==> src/rtl/svc_soc_io_pkg.sv <==
// Shared SoC MMIO constants: register offsets within the IO window and
// status-register bit positions for the UART TX path.
package svc_soc_io_pkg;

   localparam logic [7:0] IO_UART_TX_OFF   = 8'h00;
   localparam logic [7:0] IO_UART_STAT_OFF = 8'h04;
   localparam logic [7:0] IO_LED_OFF       = 8'h08;
   localparam logic [7:0] IO_GPIO_OFF      = 8'h0C;

   // STAT_TX_READY reads as !full
   localparam int unsigned STAT_TX_READY = 0;
   localparam int unsigned STAT_TX_EMPTY = 1;
   localparam int unsigned STAT_TX_OVF   = 2;

endpackage

==> src/rtl/svc_soc_uart_tx_fifo.sv <==
// Byte FIFO between the UART TX data-register write strobe and svc_uart_tx.
// First-word-fall-through read side; sticky overflow when pushing into a full FIFO.
module svc_soc_uart_tx_fifo
   import svc_soc_io_pkg::*;
#(
   parameter  int unsigned DEPTH      = 16,
   localparam int unsigned ADDR_WIDTH = $clog2(DEPTH)
) (
   input  logic                  clk,
   input  logic                  rst_n,
   input  logic                  wr_en,
   input  logic [7:0]            wr_data,
   output logic                  full,
   output logic                  empty,
   output logic [ADDR_WIDTH:0]   count,
   output logic                  overflow,
   input  logic                  ovf_clr,
   output logic                  utx_valid,
   output logic [7:0]            utx_data,
   input  logic                  utx_ready
);

   localparam logic [ADDR_WIDTH:0] PTR_ONE  = (ADDR_WIDTH + 1)'(1);
   localparam logic [ADDR_WIDTH:0] FULL_CNT = (ADDR_WIDTH + 1)'(DEPTH);

   logic [7:0]          mem_q [DEPTH];
   logic [ADDR_WIDTH:0] wr_ptr_q, rd_ptr_q;
   logic                overflow_q;
   logic                push, pop;

   // Extra pointer MSB distinguishes full from empty when the indices match
   assign count     = wr_ptr_q - rd_ptr_q;
   assign empty     = (count == '0);
   assign full      = (count == FULL_CNT);
   assign overflow  = overflow_q;
   assign utx_valid = !empty;
   assign utx_data  = empty ? 8'h00 : mem_q[rd_ptr_q[ADDR_WIDTH-1:0]];

   assign push = wr_en && !full;
   assign pop  = utx_valid && utx_ready;

   always_ff @(posedge clk) begin
      if (push) begin
         mem_q[wr_ptr_q[ADDR_WIDTH-1:0]] <= wr_data;
      end
   end

   always_ff @(posedge clk or negedge rst_n) begin
      if (!rst_n) begin
         wr_ptr_q   <= '0;
         rd_ptr_q   <= '0;
         overflow_q <= 1'b0;
      end else begin
         if (push) begin
            wr_ptr_q <= wr_ptr_q + PTR_ONE;
         end
         if (pop) begin
            rd_ptr_q <= rd_ptr_q + PTR_ONE;
         end
         // A dropped push outranks a clear landing in the same cycle
         if (wr_en && full) begin
            overflow_q <= 1'b1;
         end else if (ovf_clr) begin
            overflow_q <= 1'b0;
         end
      end
   end

endmodule

==> config.mk <==
export PLATFORM = sky130hd
export DESIGN_NAME = svc_soc_uart_tx_fifo
export DESIGN_NICKNAME = d
export VERILOG_FILES = /design/src/rtl/svc_soc_io_pkg.sv /design/src/rtl/svc_soc_uart_tx_fifo.sv
export SDC_FILE = /design/constraint.sdc
export NUM_CORES = 1
export LEC_CHECK = 0
export BUFFER_PORTS_ARGS = -buffer_cell sky130_fd_sc_hd__clkbuf_2
export CAP_MARGIN = 20
export CORE_MARGIN = 8
export CORE_UTILIZATION = 40
export CTS_CLUSTER_SIZE = 30
export DETAILED_ROUTE_END_ITERATION = 12
export SYNTH_ARGS = -nofsm -noshare
export SYNTH_HDL_FRONTEND = slang
export SYNTH_SLANG_ARGS = --single-unit
==> constraint.sdc <==
create_clock -name clk -period 8.8 [get_ports clk]
set_clock_uncertainty 0.2 [all_clocks]
set_input_delay 1.76 -clock clk [delete_from_list [all_inputs] [get_ports clk]]
set_output_delay 1.76 -clock clk [all_outputs]
set_load 0.005 [all_outputs]
==> impl_results.md <==
- Final wirelength: about 12000 um
- Final setup fails: 0
- Min-delay worst type: reg2reg
- Total Power: 2370 uW
- Slew headroom: 33.5%
- Cell area after synthesis: 5750 sq um
- Cell Chain, Critical Path: inv_1 -> ha_1 -> a21oi_1 -> nand4b_1 -> a2bb2oi_2 -> a211oi_1 -> clkbuf_2
- Fin crit period: around 5600 ps
- Achievable Freq: 0.179 GHz
- Initial Util: around two fifths
- Synth warn: 0
- Critical Path AT: 3620 ps
- Drt first pass iters: 4
- Synth cell types: 37
- CP Launch Type: flop
- Die area: 18500 sq um
- Worst R2R Setup Slack: 4630 ps
- Clock root buffer: clkbuf_16
- FF+latch area: 4120 sq um
- Worst Tran Pin Value: ~1000 ps
- GPL Wtd Cong: a little over 0.8
- Slew Limit Fails: 0
- Seq/Total Area, Yosys: a little under three quarters
- ANT nets after route: 0
- Clock buffer depth: 2
- I/O Buffers: 29
- Hold path cells: 1
- I/O Pins: 30
- Met1 usage: 19.0%
- Area Overhead vs Synth: 15.5%
- Area post-placement: 6080 sq um
- Unrepaired setup endpoints after global routing: false
- Worst Path Max Fanout: 17
- Final Cell Area: roughly 6600 sq um
- Max stage delay on crit path: approximately 900 ps
- CTS Buf Count: 17
- Worst-path clk slew: 60 ps
- Leakage: 0.00233 uW
- Most common cell after layout, fill and taps aside: edfxtp_1
- CTS Hold Bufs: 0
- Syn Area/Cell: 18.9 sq um
- Via Count: 2869
- Hold path start: rd_ptr_q[4]
- First-pass GRT wire length: 18900 um
- Residual DRC: 0
- Critical Path RT: 6840 ps
- Hold Path Sink: rd_ptr_q[4]
- Synth Register Bits: 139
- Reg2Reg Depth: 7
- Grt peak-use layer: met2
- Maxcap violations: 0
- Final HPWL from detailed placement: between 7000 and 8000 um
- Most frequent cells in the layout: edfxtp_1, mux4_2, clkbuf_2
- Multi-input gate area: about 1500 sq um
- Met3 global-route usage: roughly 3.7%
- CTS tree: yes
- Initial antenna violation count: 0
- Post-route clock period utilization: 63.4%
- Via density: 5.33
- Fillers: about 1200
- Die width: approximately 140 um
- Resized Gates After CTS: 0
- CORE AREA: around 14000 sq um
- Final hold slack: between 300 and 400 ps
- Pwr dens: 357 nW/um^2
- Met2 Track Usage GR: 21.1%
- Final core area utilization: 46.4%
- Worst Setup Path Type: reg2out
- Worst skew pair latency: 410 ps
- GRT Residual Overflow: 0
- Setup bufs post-CTS: 0
- Worst R2R Start: rd_ptr_q[2]
- WL per Instance: between 20 and 25 um
- Critical R2R Capture: mem_q[6][7]
- Chip height: 136 um
- Peak supply drop: approximately 0.18 mV
- Layout cells sized above 1: 28.5%
- Worst path slowest cell: dfrtp_1
- Mapped Nets: about 330
- Status: complete, no violations
- Rows: 44
- Final Hold Vio Count: 0
- H-tree Lvls: 4
- CP Capture Type: output pin
- Vias in the first global route: 3034
- Setup TNS: 0 ps
- Largest net degree at the start of global routing: 37
- Clk sinks: roughly 140
- GRT Util Overall: between 10 and 15%
- Iteration-0 DRC Markers: 312
- Number of antenna repair diodes: 0
- Post-Syn Instances: 304
- Layout net count: 364
-- registers in the layout, indices dropped and copies added, names as in the netlist --
name / flops
mem_q: 128
wr_ptr_q: 5
rd_ptr_q: 5
overflow: 1
-- layer usage --
layer  wire [um]  up-vias
met5           0        -
met4         216        0
li1            -     1285
met1        5540     1494
met3         566       15
met2        5710       75
-- cell usage after synthesis (all sizes together) --
master / number / area share (%)
xor2: 7 / 1.1
a211o: 1 / 0.15
nor3b: 2 / 0.26
nand4: 1 / 0.11
and3: 21 / 2.3
a211oi: 9 / 1.4
nor4: 2 / 0.22
edfxtp: 128 / 67
dfrtp: 11 / 4.8
inv: 8 / 0.52
a21oi: 3 / 0.26
and2: 3 / 0.33
clkbuf: 3 / 0.20
nand3: 2 / 0.17
o21ai: 1 / 0.087
nand2: 20 / 1.3
mux2i: 8 / 1.4
clkinv: 1 / 0.065
xnor2: 4 / 0.61
nor3: 1 / 0.087
nand4b: 1 / 0.15
a2bb2oi: 1 / 0.26
nand2b: 1 / 0.11
fa: 1 / 0.35
nor2: 5 / 0.33
nand3b: 2 / 0.26
mux4: 32 / 13
buf: 11 / 1.1
ha: 9 / 2.0
mux2: 2 / 0.46
nor2b: 3 / 0.37
-- power breakdown --
group	internal (uW)	leakage, uW	total [uW]	switching, uW
Sequential	814	0.00129	878	63.4
Combinational	370	0.000779	819	449
Clock	392	0.000263	677	284
Total	1580	0.00233	2370	797
-- worst max-delay path by stage --
stage	startpoint	to	slack, ps
6_report	rd_ptr_q[2]	utx_data[5]	3220
2_1_floorplan	rd_ptr_q[2]	utx_data[0]	4520
3_5_place_dp	rd_ptr_q[2]	utx_data[5]	3640
4_1_cts	rd_ptr_q[2]	utx_data[5]	3160
3_3_place_gp	rd_ptr_q[2]	utx_data[0]	3800
5_1_grt	rd_ptr_q[2]	utx_data[2]	2950
-- metrics by stage --
| stage | std cells | worst slack (ps) |
|---|---|---|
| global placement | 506 | 3800 |
| detailed placement | 506 | 3640 |
| CTS | 538 | 3160 |
| finish | 538 | 3220 |
| global route | 538 | 2950 |
| floorplan | 304 | 4520 |
-- worst max-delay path: cells and delay by family, from the launching register on --
kind	cells	cell delay, ps
buf+inv	2	670
compound gates	3	890
flops	1	900
fa+ha+maj	1	500
simple gates	1	250
-- layout make-up --
| cell class | count | area share (%) |
|---|---|---|
| clock buffers | 17 | 6.40 |
| clock inverters | 15 | 2.07 |
| inverters | 9 | 0.508 |
| multi-input cells | 142 | 23.0 |
| flip-flops and latches | 139 | 62.0 |
| well taps | 184 | 3.46 |
| repair buffers | 32 | 2.52 |
-- cells by family (layout without fill, tap and decap cells) --
group,count (synthesis),in the layout,share of synthesized area (%)
multiplexers,42,42,14.4
adder cells (fa/ha/maj),10,10,2.31
XOR/XNOR,11,11,1.67
AO/OA/AOI/OAI,15,15,2.15
flip-flops,139,139,71.6
AND/OR/NAND/NOR,64,64,5.98
buffers and inverters,23,73,1.91
(Power assumes the default switching activity.)
